--- config.mk ---
export PLATFORM = sky130hd
export DESIGN_NAME = ahfp_sub_ci
export DESIGN_NICKNAME = d
export VERILOG_FILES = /design/src/rtl/ahfp_pkg.sv /design/src/rtl/ahfp_classify.sv /design/src/rtl/ahfp_sub_ci.sv
export SDC_FILE = /design/constraint.sdc
export NUM_CORES = 1
export LEC_CHECK = 0
export CAP_MARGIN = 20
export CORE_MARGIN = 3
export CORE_UTILIZATION = 54
export DETAILED_ROUTE_END_ITERATION = 6
export GPL_ROUTABILITY_DRIVEN = 0
export PLACE_DENSITY = 0.85
export SYNTH_ARGS = -nofsm -noshare
export SYNTH_HDL_FRONTEND = slang
export SYNTH_HIERARCHICAL = 1
export SYNTH_SLANG_ARGS = --single-unit
--- constraint.sdc ---
create_clock -name clk -period 8.6 [get_ports clk]
set_input_delay 2.58 -clock clk [delete_from_list [all_inputs] [get_ports clk]]
set_output_delay 2.58 -clock clk [all_outputs]
set_load 0.05 [all_outputs]
--- src/rtl/ahfp_pkg.sv ---
// Shared definitions for the ahfp floating-point custom-instruction stages:
// result constants, operation encodings, FSM state encoding and
// IEEE-754 single-precision classification / clean-up helpers.
package ahfp_pkg;

    localparam logic [31:0] QNAN    = 32'h7FC00000;
    localparam logic [7:0]  EXP_MAX = 8'hFF;

    // Operation select encodings (custom-instruction n field)
    localparam logic [1:0] OP_AB   = 2'd0;   // A - B
    localparam logic [1:0] OP_BA   = 2'd1;   // B - A
    localparam logic [1:0] OP_ACC  = 2'd2;   // acc - A, acc <= result
    localparam logic [1:0] OP_LOAD = 2'd3;   // acc <= A, result = A

    typedef enum logic [1:0] {
        ST_IDLE = 2'd0,
        ST_EXEC = 2'd1,
        ST_DONE = 2'd2
    } state_t;

    function automatic logic is_nan(input logic [31:0] v);
        return (v[30:23] == EXP_MAX) && (v[22:0] != 23'd0);
    endfunction

    function automatic logic is_inf(input logic [31:0] v);
        return (v[30:23] == EXP_MAX) && (v[22:0] == 23'd0);
    endfunction

    // Assumes denormals have already been flushed, so exp=0 means zero.
    function automatic logic is_zero(input logic [31:0] v);
        return (v[30:0] == 31'd0);
    endfunction

    // Denormals (exp=0) become zero of the same sign.
    function automatic logic [31:0] flush_denorm(input logic [31:0] v);
        return (v[30:23] == 8'd0) ? {v[31], 31'd0} : v;
    endfunction

    // Core results: any exp=FF is reported as signed infinity, any exp=00
    // (zero or denormal, either sign) as +0.
    function automatic logic [31:0] canon_result(input logic [31:0] v);
        if (v[30:23] == EXP_MAX) begin
            return {v[31], EXP_MAX, 23'd0};
        end else if (v[30:23] == 8'd0) begin
            return 32'd0;
        end
        return v;
    endfunction

endpackage

--- src/rtl/ahfp_classify.sv ---
// Special-case screen for X - Y on flushed single-precision operands.
// Ports: x, y (effective minuend / subtrahend) in; bypass (result known
// without the core) and bypass_val (that result) out. Purely combinational.
module ahfp_classify
    import ahfp_pkg::*;
(
    input  logic [31:0] x,
    input  logic [31:0] y,
    output logic        bypass,
    output logic [31:0] bypass_val
);

    always_comb begin
        bypass     = 1'b1;
        bypass_val = 32'd0;
        if (is_nan(x) || is_nan(y)) begin
            bypass_val = QNAN;
        end else if (is_inf(x) && is_inf(y) && (x[31] == y[31])) begin
            bypass_val = QNAN;
        end else if (is_inf(x)) begin
            bypass_val = x;
        end else if (is_inf(y)) begin
            bypass_val = {~y[31], y[30:0]};
        end else if (x == y) begin
            bypass_val = 32'd0;
        end else if (is_zero(y)) begin
            bypass_val = x;
        end else if (is_zero(x)) begin
            bypass_val = {~y[31], y[30:0]};
        end else begin
            bypass = 1'b0;
        end
    end

endmodule

--- src/rtl/ahfp_sub_ci.sv ---
// Multi-cycle custom-instruction front-end for the FP subtractor core.
// Ports: clk/reset/clk_en control; start/n/dataa/datab request; result/done
// response; core_dataa/core_datab/core_result connect the combinational core.
module ahfp_sub_ci
    import ahfp_pkg::*;
#(
    parameter int CORE_LAT = 2   // legal range 1..15
) (
    input  logic        clk,
    input  logic        reset,
    input  logic        clk_en,
    input  logic        start,
    input  logic [1:0]  n,
    input  logic [31:0] dataa,
    input  logic [31:0] datab,
    output logic [31:0] result,
    output logic        done,
    output logic [31:0] core_dataa,
    output logic [31:0] core_datab,
    input  logic [31:0] core_result
);

    localparam logic [3:0] CNT_INIT = 4'(CORE_LAT - 1);

    state_t      state;
    state_t      state_nxt;
    logic [3:0]  cnt;
    logic [1:0]  op_q;
    logic [31:0] acc;
    logic [31:0] a_f;
    logic [31:0] b_f;
    logic [31:0] acc_f;
    logic [31:0] x;
    logic [31:0] y;
    logic        bypass;
    logic [31:0] bypass_val;
    logic        take_fast;

    assign a_f   = flush_denorm(dataa);
    assign b_f   = flush_denorm(datab);
    assign acc_f = flush_denorm(acc);

    // Effective operands: result = X - Y
    always_comb begin
        x = a_f;
        y = b_f;
        case (n)
            OP_BA:   begin x = b_f;   y = a_f; end
            OP_ACC:  begin x = acc_f; y = a_f; end
            default: begin x = a_f;   y = b_f; end
        endcase
    end

    ahfp_classify u_classify (
        .x          (x),
        .y          (y),
        .bypass     (bypass),
        .bypass_val (bypass_val)
    );

    // Loads and special cases never touch the core.
    assign take_fast = (n == OP_LOAD) || bypass;

    // State register
    always_ff @(posedge clk) begin
        if (reset) begin
            state <= ST_IDLE;
        end else if (clk_en) begin
            state <= state_nxt;
        end
    end

    // Next-state logic
    always_comb begin
        state_nxt = state;
        case (state)
            ST_IDLE: if (start) state_nxt = take_fast ? ST_DONE : ST_EXEC;
            ST_EXEC: if (cnt == 4'd0) state_nxt = ST_DONE;
            ST_DONE: state_nxt = ST_IDLE;
            default: state_nxt = ST_IDLE;
        endcase
    end

    // Outputs decoded from state
    always_comb begin
        done = (state == ST_DONE);
    end

    // Datapath registers
    always_ff @(posedge clk) begin
        if (reset) begin
            cnt        <= 4'd0;
            op_q       <= OP_AB;
            acc        <= 32'd0;
            result     <= 32'd0;
            core_dataa <= 32'd0;
            core_datab <= 32'd0;
        end else if (clk_en) begin
            case (state)
                ST_IDLE: begin
                    if (start) begin
                        op_q <= n;
                        if (n == OP_LOAD) begin
                            result <= dataa;
                        end else if (bypass) begin
                            result <= bypass_val;
                        end else begin
                            core_dataa <= x;
                            core_datab <= y;
                            cnt        <= CNT_INIT;
                        end
                    end
                end
                ST_EXEC: begin
                    if (cnt == 4'd0) begin
                        result <= canon_result(core_result);
                    end else begin
                        cnt <= cnt - 4'd1;
                    end
                end
                ST_DONE: begin
                    // result already holds this operation's answer
                    if ((op_q == OP_ACC) || (op_q == OP_LOAD)) begin
                        acc <= result;
                    end
                end
                default: ;
            endcase
        end
    end

endmodule

Word level (Yosys, flattened, before mapping)
Index checks and enable logic that the tools add are counted.
{ "op_classes": {"n_mul": 0, "addsub": 1, "n_mux": 42, "reduce_logical": 29, "bitwise_logic": 3, "div": 0, "n_eq_ne": 18, "n_shift": 0, "magnitude_cmp": 0} }
{ "op_table": {"columns": ["operator", "n"], "rows": [
  ["32-bit two-way mux", 15],
  ["32-bit case mux with 2 select lines", 2],
  ["31-bit two-way mux", 3],
  ["31-bit zero test", 2],
  ["23-bit zero test", 2],
  ["23-bit nonzero test", 2],
  ["32-bit equality test", 1],
  ["8-bit zero test", 4],
  ["8-bit equality test, second input constant", 3],
  ["4-bit two-way mux", 4],
  ["1-bit two-way mux", 13],
  ["2-bit equality test, second input constant", 5],
  ["2-bit != test, second input constant", 5],
  ["5-bit AND reduction", 2],
  ["3-bit AND reduction", 3],
  ["4-bit case mux with 2 select lines", 1],
  ["1-bit logical AND", 6],
  ["2-bit two-way mux", 3],
  ["6-bit AND reduction", 1],
  ["2-bit by 1-bit equality test with 1-bit output, second input constant", 2],
  ["4-bit zero test", 1],
  ["2-bit case mux with 2 select lines", 1],
  ["4-bit by 1-bit subtractor with 4-bit output, second input constant", 1],
  ["1-bit logical OR", 3],
  ["6 further kinds", 8]
]} }
{ "totals": {"wordCells": 100, "latch_bits": 0, "mem_count": 0, "rom_bits": 0, "regBits": 136, "mem_bits_rw": 0, "in_bits": 102, "output_inout_bits": 97} }

Depth between registers and ports, before layout
Gate-level depths: netlist of the first run.
{ "logic_depth": {"word_depth": 15, "mapped_depth": 19, "depth_no_buf": 15} }

Hierarchy
The synthesis of the first run kept the hierarchy.
{ "by_module_without_submodules": {"columns": ["mod", "cells_each", "seq_area_each_um2", "instances", "area_each_um2"], "rows": [
  ["ahfp_sub_ci", 813, 2702.6, 1, 6686.4],
  ["ahfp_classify", 162, 0.0, 1, 1184.9]
]} }

Worst setup path after synthesis of the first run
Ideal clock, no wire load.
{ "synth_timing": {"path_type": "input to register", "startpoint": "in n[0]", "endpoint": "reg result[16]", "required_time_ns": 8.514, "path_slack_ns": 2.812, "stages": 16, "arrival_time_ns": 5.702, "path_buffers": 3, "setup_time_ns": 0.086, "cell_sequence": "inv_1 ha_1 buf_2 a21boi_1 clkbuf_1 a221oi_1 nor2_1 or4_1 nor2_2 nand4_1 nand4b_1 nor2_1 o21ai_1 clkbuf_1 a21oi_1 a211oi_1"} }
{ "synth_between": {"word_cells_on_any_way": 43, "classes_between": "8 x eq/ne; 20 x mux; 15 x reduce/logical"} }
{ "synth_rtl": {"columns": ["item", "line_no", "rtl"], "rows": [
  ["from (decl)", "ahfp_sub_ci.sv:13", "input logic [1:0] n,"],
  ["2-bit equality test or 2-bit by 1-bit equality test with 1-bit output (tied branches)", "ahfp_sub_ci.sv:47", "case (n)"],
  ["32-bit case mux with 2 select lines *", "ahfp_sub_ci.sv:47", null],
  ["named net x[5]", "ahfp_sub_ci.sv:33", "logic [31:0] x;"],
  ["31-bit zero test", "ahfp_pkg.sv:31", "return (v[30:0] == 31'd0);"],
  ["1-bit two-way mux", "ahfp_classify.sv:28", "end else if (is_zero(x)) begin"],
  ["1-bit two-way mux", "ahfp_classify.sv:26", "end else if (is_zero(y)) begin"],
  ["1-bit two-way mux", "ahfp_classify.sv:24", "end else if (x == y) begin"],
  ["1-bit two-way mux", "ahfp_classify.sv:22", "end else if (is_inf(y)) begin"],
  ["1-bit two-way mux", "ahfp_classify.sv:20", "end else if (is_inf(x)) begin"],
  ["1-bit two-way mux", "ahfp_classify.sv:18", "end else if (is_inf(x) && is_inf(y) && (x[31] == y[31])) begin"],
  ["1-bit two-way mux *", "ahfp_classify.sv:16", "if (is_nan(x) || is_nan(y)) begin"],
  ["named net bypass", "ahfp_sub_ci.sv:35", "logic bypass;"],
  ["3-bit != test (no line) *", null, null],
  ["5-bit AND reduction (no line) *", null, null],
  ["to (signal assigned)", "ahfp_sub_ci.sv:104", "result <= dataa;"],
  ["to (signal assigned)", "ahfp_sub_ci.sv:106", "result <= bypass_val;"],
  ["to (signal assigned)", "ahfp_sub_ci.sv:116", "result <= canon_result(core_result);"],
  ["to (decl)", "ahfp_sub_ci.sv:16", "output logic [31:0] result,"]
]} }
Mark *: on every way through the listed nets, which the timed path passes. The rest lies on a longest branch. The select of a mux whose other input is x is not followed.
A chain may end at the register's enable or synchronous reset.

Final worst setup path of the first run
{ "layout_timing": {"startpoint": "in n[0]", "endpoint": "reg core_dataa[2]"} }
{ "layout_between": {"elab_chain_len": 12, "word_cells_on_any_way": 33, "classes_between": "7 x eq/ne; 9 x mux; 2 x bitwise; 15 x reduce/logical"} }
{ "layout_lines": {"columns": ["item", "line_no", "rtl"], "rows": [
  ["2-bit equality test or 2-bit by 1-bit equality test with 1-bit output (tied branches)", "ahfp_sub_ci.sv:47", null],
  ["2-bit OR reduction (no line) *", null, null],
  ["32-bit two-way mux *", "ahfp_sub_ci.sv:47", null],
  ["named net y[12]", "ahfp_sub_ci.sv:34", "logic [31:0] y;"],
  ["31-bit zero test", "ahfp_pkg.sv:31", null],
  ["1-bit two-way mux", "ahfp_classify.sv:26", null],
  ["1-bit two-way mux", "ahfp_classify.sv:24", null],
  ["1-bit two-way mux", "ahfp_classify.sv:22", null],
  ["1-bit two-way mux", "ahfp_classify.sv:20", null],
  ["1-bit two-way mux", "ahfp_classify.sv:18", null],
  ["1-bit two-way mux *", "ahfp_classify.sv:16", null],
  ["named net bypass", "ahfp_sub_ci.sv:35", null],
  ["1-bit inverter (no line) *", null, null],
  ["5-bit AND reduction (no line) *", null, null],
  ["to (signal assigned)", "ahfp_sub_ci.sv:96", "core_dataa <= 32'd0;"],
  ["to (signal assigned)", "ahfp_sub_ci.sv:108", "core_dataa <= x;"],
  ["to (decl)", "ahfp_sub_ci.sv:18", "output logic [31:0] core_dataa,"]
]} }
Mark *: on every way through the listed nets, which the timed path passes. The rest lies on a longest branch.

==> results of run 1 <==
state kept, by name, indices dropped and copies added (netlist names):
signal / count
op_q: 1
result: 32
acc: 32
core_datab: 32
cnt: 4
state: 2
core_dataa: 32
area by class of cell:
| cell class | instances | area [µm²] | area share |
|---|---|---|---|
| timing repair buffer | 215 | 2130 | 0.204 |
| tap | 180 | 225 | 0.0216 |
| clock buffer | 20 | 447 | 0.0428 |
| clock inverter | 12 | 150 | 0.0144 |
| inverter | 10 | 37.5 | 0.00359 |
| multi-input combinational | 748 | 4750 | 0.455 |
| sequential | 135 | 2700 | 0.259 |
routing by layer:
layer | global-route usage | wire, µm | vias up
met5 | 0 | 0 | -
met4 | 0.134 | 1090 | 0
met3 | 0.103 | 3840 | 88
met2 | 0.510 | 12400 | 670
met1 | 0.456 | 10900 | 4000
li1 | - | - | 3889
cell usage after synthesis, types with 16 or more instances:
| library cell | number | area (µm²) |
|---|---|---|
| nand4_1 | 16 | 100 |
| clkbuf_1 | 49 | 184 |
| a221oi_1 | 23 | 201 |
| xnor2_1 | 32 | 280 |
| o31ai_1 | 23 | 173 |
| a211oi_1 | 24 | 180 |
| buf_2 | 23 | 115 |
| o21ai_0 | 19 | 95.1 |
| a31oi_1 | 24 | 150 |
| a21boi_0 | 23 | 173 |
| mux2i_1 | 63 | 631 |
| nor2_1 | 79 | 297 |
| a22o_1 | 23 | 201 |
| o21a_1 | 47 | 353 |
| nor4_1 | 21 | 131 |
| dfxtp_1 | 135 | 2700 |
| a21oi_1 | 103 | 515 |
| nand2_1 | 148 | 556 |
power by group through the flow:
stage               combinational [mW]  clock (mW)  sequential, mW
floorplan                        0.233           0           0.774
global placement                 0.494           0           0.688
detailed placement               0.497           0           0.689
CTS                              0.500       0.741           0.676
global route                     0.539       0.767           0.679
finish                           0.514       0.738           0.676
path summary, 6_finish.rpt:
check                      start        endpoint  slack, ps  cells past startpoint
setup / recovery            n[0]   core_dataa[2]       1360                     15
hold / removal    core_datab[25]  core_datab[25]        460                      2
setup reg to reg         acc[23]   core_dataa[2]       4280                     14
hold reg to reg   core_datab[25]  core_datab[25]        460                      2
worst max-delay path, stage by stage:
cell and delay, ps:
clkdlybuf4s50_1 510, inv_1 70, ha_2 800, a21boi_1 240
buf_4 300, a22o_1 370, nor3_1 100, and4_1 270
nand4_2 150, nand4b_1 310, nor4_4 400, and3_1 210
buf_4 390, nand2_2 440, o31ai_1 380
logic make-up (layout without fill, tap and decap cells):
group / after synthesis / after routing / share of synthesized area
buffers and inverters: 92 / 257 / 0.0552
XOR/XNOR: 32 / 32 / 0.0356
AO/OA/AOI/OAI: 341 / 341 / 0.294
AND/OR/NAND/NOR: 298 / 298 / 0.171
adder cells (fa/ha/maj): 5 / 5 / 0.00795
multiplexers: 72 / 72 / 0.0930
flip-flops: 135 / 135 / 0.343
per-stage QoR:
stage,setup slack [ps],instance area (µm²),instances
6_report,1360,10400,1320
5_1_grt,1150,10400,1320
4_1_cts,1600,10400,1318
3_5_place_dp,1190,9810,1286
3_3_place_gp,1180,9810,1286
2_1_floorplan,2810,7870,975
==> impl_metrics.tcl, run 1 <==
set metrics [dict create \
    io_buffers 198 \
    syn_to_final_growth_pct 32.7 \
    hp-class "flop to flop" \
    final_common_cell "clkdlybuf4s50_1" \
    yosysSeqAreaShare 0.343 \
    fin_util 0.744 \
    ctsResizeCount 0 \
    clk_path_buf_depth 2 \
    postRouteAntennaNets 0 \
    clkPwrFrac 0.383 \
    synth_flop_cell "dfxtp_1" \
    top_level_ports 199 \
    antennaDiodeCount 0 \
    clock_latency_ps 430 \
    p_total_mw 1.93 \
    finalNetCount 1234 \
    dieArea_mm2 0.0161 \
    synth_warnings 6 \
    synth-seq-cells 135 \
    drc_errors 0 \
    mostFrequentLayoutCells "clkdlybuf4s50_1, nand2_1, dfxtp_1" \
    synth_nets 1082 \
    fp-row-count 43 \
    postCtsSetupBuffers 0 \
    yosysUniqueCellTypes 58 \
    core_mm2 0.0140 \
    netlist_instances 975 \
    tns_ps 0 \
    wirelength_um 28300 \
    worst_hold_slack_ps 457 \
    slew_headroom 0.294 \
    cts_tree "built" \
    clk_pin_slew_worst_paths_ps 60 \
    ir_drop_v 0.000142 \
    synth_edf_count 0 \
    synth_area_mm2 0.00787 \
    grt_pass1_wl_um 43200 \
    grt_overflow_total 0 \
    power.density_mw_per_mm2 185 \
    clock-skew-final_ps 13.3 \
    timing.final.crit_share 0.842 \
    p_int_mw 1.31 \
    cp-end-kind "flop" \
    criticalPathCategory "input port to flop" \
    wl_per_cell_um 21.4 \
    avgSynthCellArea_um2 8.07 \
    htree_levels 4 \
    hpwlAfterDp_um 20200 \
    worstPathRequired_ps 8920 \
    clock_sinks 135 \
    switching_power_uw 618 \
    hold_violations 0 \
    firstDrtPassIters 6 \
    slew_violations 0 \
    drt_iter0_markers 1049 \
    dieHeight_um 127 \
    rsz0062_at_grt "no" \
    grt_usage 0.339 \
    seqPwrFrac 0.351 \
    cts_root_buf "clkbuf_16" \
    timing.fmax_mhz 138 \
    min_period_ps 7240 \
    timing_worst_slew_pin_value_ps 1060 \
    fillers 1054 \
    cts_hold_buf 0 \
    status "finished, final reports clean" \
    critical_path_arrival_ps 7550 \
    grt_pass1_vias 8100 \
    grt_max_degree 88 \
    vias 8647 \
    drive_gt1_frac 0.0684 \
    power.leakage_nw 3.78 \
    setup_violations 0 \
    path_max_fanout 44 \
    maxCapViolCount 0 \
    cts_made_buffers 17 \
    vias_per_cell 6.55 \
    synthArstFlopShare 0 \
    start_util 0.561 \
    pwr-share-comb 0.266 \
    antenna_found_initial 0 \
    start_kind "input port" \
    swShare 0.320 \
    fp.dieW_um 127 \
]
Note: power is estimated with default switching activity, not from simulation.
==> run 2: changes to the inputs <==
--- a/config.mk
+++ b/config.mk
@@ -7,10 +7,10 @@
 export LEC_CHECK = 0
 export CAP_MARGIN = 20
 export CORE_MARGIN = 3
-export CORE_UTILIZATION = 54
+export CORE_UTILIZATION = 45
 export DETAILED_ROUTE_END_ITERATION = 6
 export GPL_ROUTABILITY_DRIVEN = 0
-export PLACE_DENSITY = 0.85
+export PLACE_DENSITY = 0.75
 export SYNTH_ARGS = -nofsm -noshare
 export SYNTH_HDL_FRONTEND = slang
 export SYNTH_HIERARCHICAL = 1
==> constraint.sdc (replaced) <==
create_clock -name clk -period 5.9 [get_ports clk]
set_input_delay 1.77 -clock clk [delete_from_list [all_inputs] [get_ports clk]]
set_output_delay 1.77 -clock clk [all_outputs]
set_load 0.05 [all_outputs]
==> impl_metrics.tcl, run 2 (synthesis gave the netlist of run 1 again) <==
set metrics [dict create \
    rsz0062_at_grt "no" \
    maxCapViolCount 0 \
    power.density_mw_per_mm2 264 \
    cts_hold_buf 0 \
    power.leakage_nw 4.03 \
    clock-skew-final_ps 7.05 \
    vias 8542 \
    postCtsSetupBuffers 0 \
    cts_tree "built" \
    top_level_ports 199 \
    dieHeight_um 138 \
    clk_path_buf_depth 2 \
    cp-end-kind "flop" \
    worst-r2r-setup-slack_ps 1950 \
    final_cells 1400 \
    ctsResizeCount 0 \
    timing.fmax_mhz 180 \
    critPathCapture "result[28]" \
    io_buffers 198 \
    drt_iter0_markers 1017 \
    clock_sinks 135 \
    antenna_found_initial 0 \
    r2r_cells 16 \
    grt_pass1_wl_um 44200 \
    rr_startpoint "acc[23]" \
    pre_cts_slack_ps -3.69 \
    dieArea_mm2 0.0191 \
    core_mm2 0.0169 \
    dp_cells 1367 \
    finalNetCount 1274 \
    wirelength_um 28800 \
    criticalPathCategory "input port to flop" \
    timing.final.crit_share 0.943 \
    antennaDiodeCount 0 \
    drc_errors 0 \
    status "finished, final reports clean" \
    final_common_cell "clkdlybuf4s50_1" \
    grt_max_degree 88 \
    cts_root_buf "clkbuf_16" \
    r2r_end "result[11]" \
    start_kind "input port" \
    postRouteAntennaNets 0 \
    worstPathRequired_ps 6160 \
    grt_overflow_total 0 \
    critical_path_arrival_ps 5820 \
    hp-class "flop to flop" \
    slew_violations 0 \
    grt_pass1_vias 7792 \
    fillers 1428 \
    htree_levels 4 \
    path_max_fanout 31 \
    clk_pin_slew_worst_paths_ps 60 \
    clock_latency_ps 420 \
    start_util 0.466 \
    drive_gt1_frac 0.102 \
    firstDrtPassIters 5 \
    hpwlAfterDp_um 21100 \
    wl_per_cell_um 20.6 \
    mostFrequentLayoutCells "clkdlybuf4s50_1, nand2_1, dfxtp_1" \
    ir_drop_v 0.000219 \
    hold_violations 0 \
    setup_ws_ps 337 \
    min_period_ps 5560 \
    fp.dieW_um 138 \
    syn_to_final_growth_pct 39.2 \
    vias_per_cell 6.10 \
    startpoint "n[0]" \
    grt_usage 0.288 \
    timing_worst_slew_pin_value_ps 1000 \
    cts_made_buffers 17 \
    fp-row-count 47 \
    slew_headroom 0.333 \
    setup_violations 0 \
]
## run 2: worst min path at each step
stage / start / end / slack [ps] / cells past startpoint
after global placement: core_dataa[9] / core_dataa[9] / 440 / 2
after detailed placement: core_dataa[7] / core_dataa[7] / 450 / 2
final: core_dataa[25] / core_dataa[25] / 460 / 2
after floorplan: acc[0] / acc[0] / 440 / 2
after CTS: core_dataa[26] / core_dataa[26] / 460 / 2
after global routing: core_datab[25] / core_datab[25] / 480 / 2
## run 2: power breakdown
part | internal [mW] | total, mW | switching (mW)
Clock | 0.711 | 1.12 | 0.406
Combinational | 0.316 | 0.788 | 0.472
Sequential | 0.954 | 0.985 | 0.0314
Total | 1.98 | 2.89 | 0.909
## run 2: metal layers
| metal | vias to the layer above | routed length, µm | track usage | share of wire |
|---|---|---|---|---|
| li1 | 3972 | - | - | - |
| met1 | 3994 | 12200 | 0.406 | 0.42 |
| met2 | 514 | 13000 | 0.434 | 0.45 |
| met3 | 62 | 2770 | 0.0601 | 0.096 |
| met4 | 0 | 882 | 0.107 | 0.031 |
| met5 | - | 0 | 0 | 0 |
## run 2: per-stage QoR
step / power, mW / hold slack [ps] / setup TNS (ps) / cell area (µm²) / utilization
4_1_cts: 2.88 / 456 / 0 / 10900 / 0.648
3_3_place_gp: 1.77 / 441 / 0 / 10300 / 0.609
3_5_place_dp: 1.77 / 450 / -3.69 / 10300 / 0.611
5_1_grt: 2.98 / 477 / 0 / 11000 / 0.649
6_report: 2.89 / 456 / 0 / 11000 / 0.649
2_1_floorplan: 1.47 / 436 / 0 / 7870 / -
## run 2: cell type report
| class | count | area (µm²) | share of cell area |
|---|---|---|---|
| Inverter | 10 | 37.5 | 0.00343 |
| Clock inverter | 10 | 141 | 0.0129 |
| Clock buffer | 22 | 484 | 0.0442 |
| Multi-Input combinational cell | 748 | 4760 | 0.434 |
| Tap cell | 220 | 275 | 0.0251 |
| Sequential cell | 135 | 2700 | 0.247 |
| Timing Repair Buffer | 255 | 2560 | 0.233 |
## run 2: critical path, cell delays in order
cell and delay [ps]:
clkdlybuf4s50_1 530, inv_1 60, ha_2 400, buf_4 260, a21oi_2 70, buf_4 230, a22o_1 290, or4_4 570
nor2_4 170, nand4_2 180, and2_4 360, mux2i_1 240, a21oi_1 110, mux2i_1 250, nand2_1 100, o2111ai_1 110
a21oi_1 100
==> edit, RTL diff (config.mk and constraints of run 2) <==
Make the reset (`reset`) asynchronous in 2 clocked blocks.
--- a/src/rtl/ahfp_sub_ci.sv
+++ b/src/rtl/ahfp_sub_ci.sv
@@ -62,7 +62,7 @@
     assign take_fast = (n == OP_LOAD) || bypass;
 
     // State register
-    always_ff @(posedge clk) begin
+    always_ff @(posedge clk or posedge reset) begin
         if (reset) begin
             state <= ST_IDLE;
         end else if (clk_en) begin
@@ -87,7 +87,7 @@
     end
 
     // Datapath registers
-    always_ff @(posedge clk) begin
+    always_ff @(posedge clk or posedge reset) begin
         if (reset) begin
             cnt        <= 4'd0;
             op_q       <= OP_AB;
Function: not settled (the Yosys comparison gave no result); the edit may change what the design does.
==> edit against run 2 <==
  * Synthesized area rose by 5.9%
  * Wire length fell by 2.0%
  * Highest routed layer unchanged
  * Setup slack gained 0.048 ns
  * Register-to-register slack better by 0.20 ns
  * Final area rose by 2.7%
  * Sequential cell count did not move
  * Core utilization fell by 2.7 points
  * Sequential share of layout area up 5.4 points
Power is not compared: it rests on default switching activity, and its combinational part moved more than twofold at a synthesized area within 25%.
==> edit: results (changes against run 2) <==
metric;value;unit;change
outcome;completed;;
wl_met2;13.5;mm;+4.3%
wl_met1;11.7;mm;-3.9%
cp-endpoint;result[28]$_DFFE_PP0P_;;
r2r-start;acc[24]$_DFFE_PP0P_;;
crit_path_max_incr_delay;0.54;ns;-0.03 ns
whs_path_depth;1;;-1
vias_per_cell;6.17;;+1.1%
grt_util_met2;0.444;;+0.0103
inverters_excl_clock;33;;+23
dpl.hpwl;20.0;mm;-5.3%
seq_area_frac_synth;0.405;;+0.0619
netlist_top_cells_area;dfrtp_1 41%, mux2i_1 13%, mux2_2 12%;;
rr_endpoint;result[24]$_DFFE_PP0P_;;
dr_total_vias;7696;;-9.9%
slowest_stage;clkdlybuf4s50_1;;
dp_cells;1220;;-11%
routed_wl;28.3;mm;-2.0%
grt_usage;0.276;;-0.0112
post_synth_fa_ha_maj_area_fraction;0.00750;;-0.000444
wl_met3;2.34;mm;-16%
synth-xor-area-share;0.0336;;-0.00199
crit_start;n[0];;
tightest_slew;1.07;ns;+0.0656 ns
n_clock_buffer;24;;+9.1%
met1_usage;0.371;;-0.0354
synth_compound_area_frac;0.144;;-0.151
signal_buffers;232;;-9.0%
grt_antenna_before_repair;0;;unchanged
clkCellAreaFrac;0.0513;;-0.00582
diodes;0;;unchanged
cp_max_fo;23;;-26%
drive_gt1_frac;0.166;;+0.0642
drtIter0Drc;881;;-13%
syn_nets;924;;-15%
period_minus_slack;5.51;ns;-0.0482 ns
synthArstFlopShare;1.00;;+1.00
yosysUniqueCellTypes;52;;-10%
critPathArrivalTime;5.81;ns;about the same
grt_start_max_net_pins;75;;-15%
regToRegSetupSlack;2.15;ns;+0.20 ns
sh_seq_area;0.300;;+0.0537
syn_inst;817;;-16%
reg2reg_depth;15;;-1
multi_input_cells;591;;-21%
ys.flop_type;dfrtp_1;;
ys.warnings.count;6;;unchanged
grt_pass1_wl;43.4;mm;-2.0%
multi_input_area_share;0.406;;-0.0281
n_fill_cell;1434;;+0.42%
synthMuxAreaShare;0.246;;+0.153
nFlopsAndLatches;135;;unchanged
grt_use_met3;0.0622;;+0.00208
hp-start;core_dataa[28]$_DFFE_PP0P_;;
worst_hold_path.endpoint;core_dataa[28]$_DFFE_PP0P_;;
buf_share;0.206;;-0.0279
hold_slack;0.506;ns;+0.0495 ns
skew;0.00789;ns;+0.000848 ns
-- edit: changes by cell type in the layout (fill, tap and decap cells not counted), sizes merged, moves of 23 or more --
cell | before | now
a211oi | 24 | 0
a21boi | 26 | 3
a21oi | 105 | 25
a22oi | 10 | 33
buf | 58 | 34
dfrtp | 0 | 135
dfxtp | 135 | 0
mux2 | 9 | 86
mux2i | 63 | 108
nand2 | 149 | 40
o21a | 47 | 1
-- edit: timing repair --
action	4_1_cts	5_1_grt
setup endpoints to repair	0	1
resized for setup	0	1
endpoints found under the hold margin	0	0
setup buffers	0	0
hold buffers	0	0
-- edit: stage by stage --
stage | instance area (um^2) | util | power, mW
5_1_grt | 11200 | 0.622 | 6.12
2_1_floorplan | 8340 | - | 3.65
4_1_cts | 11200 | 0.621 | 5.88
6_report | 11200 | 0.622 | 5.87
3_5_place_dp | 10700 | 0.590 | 4.79
3_3_place_gp | 10700 | 0.590 | 4.75
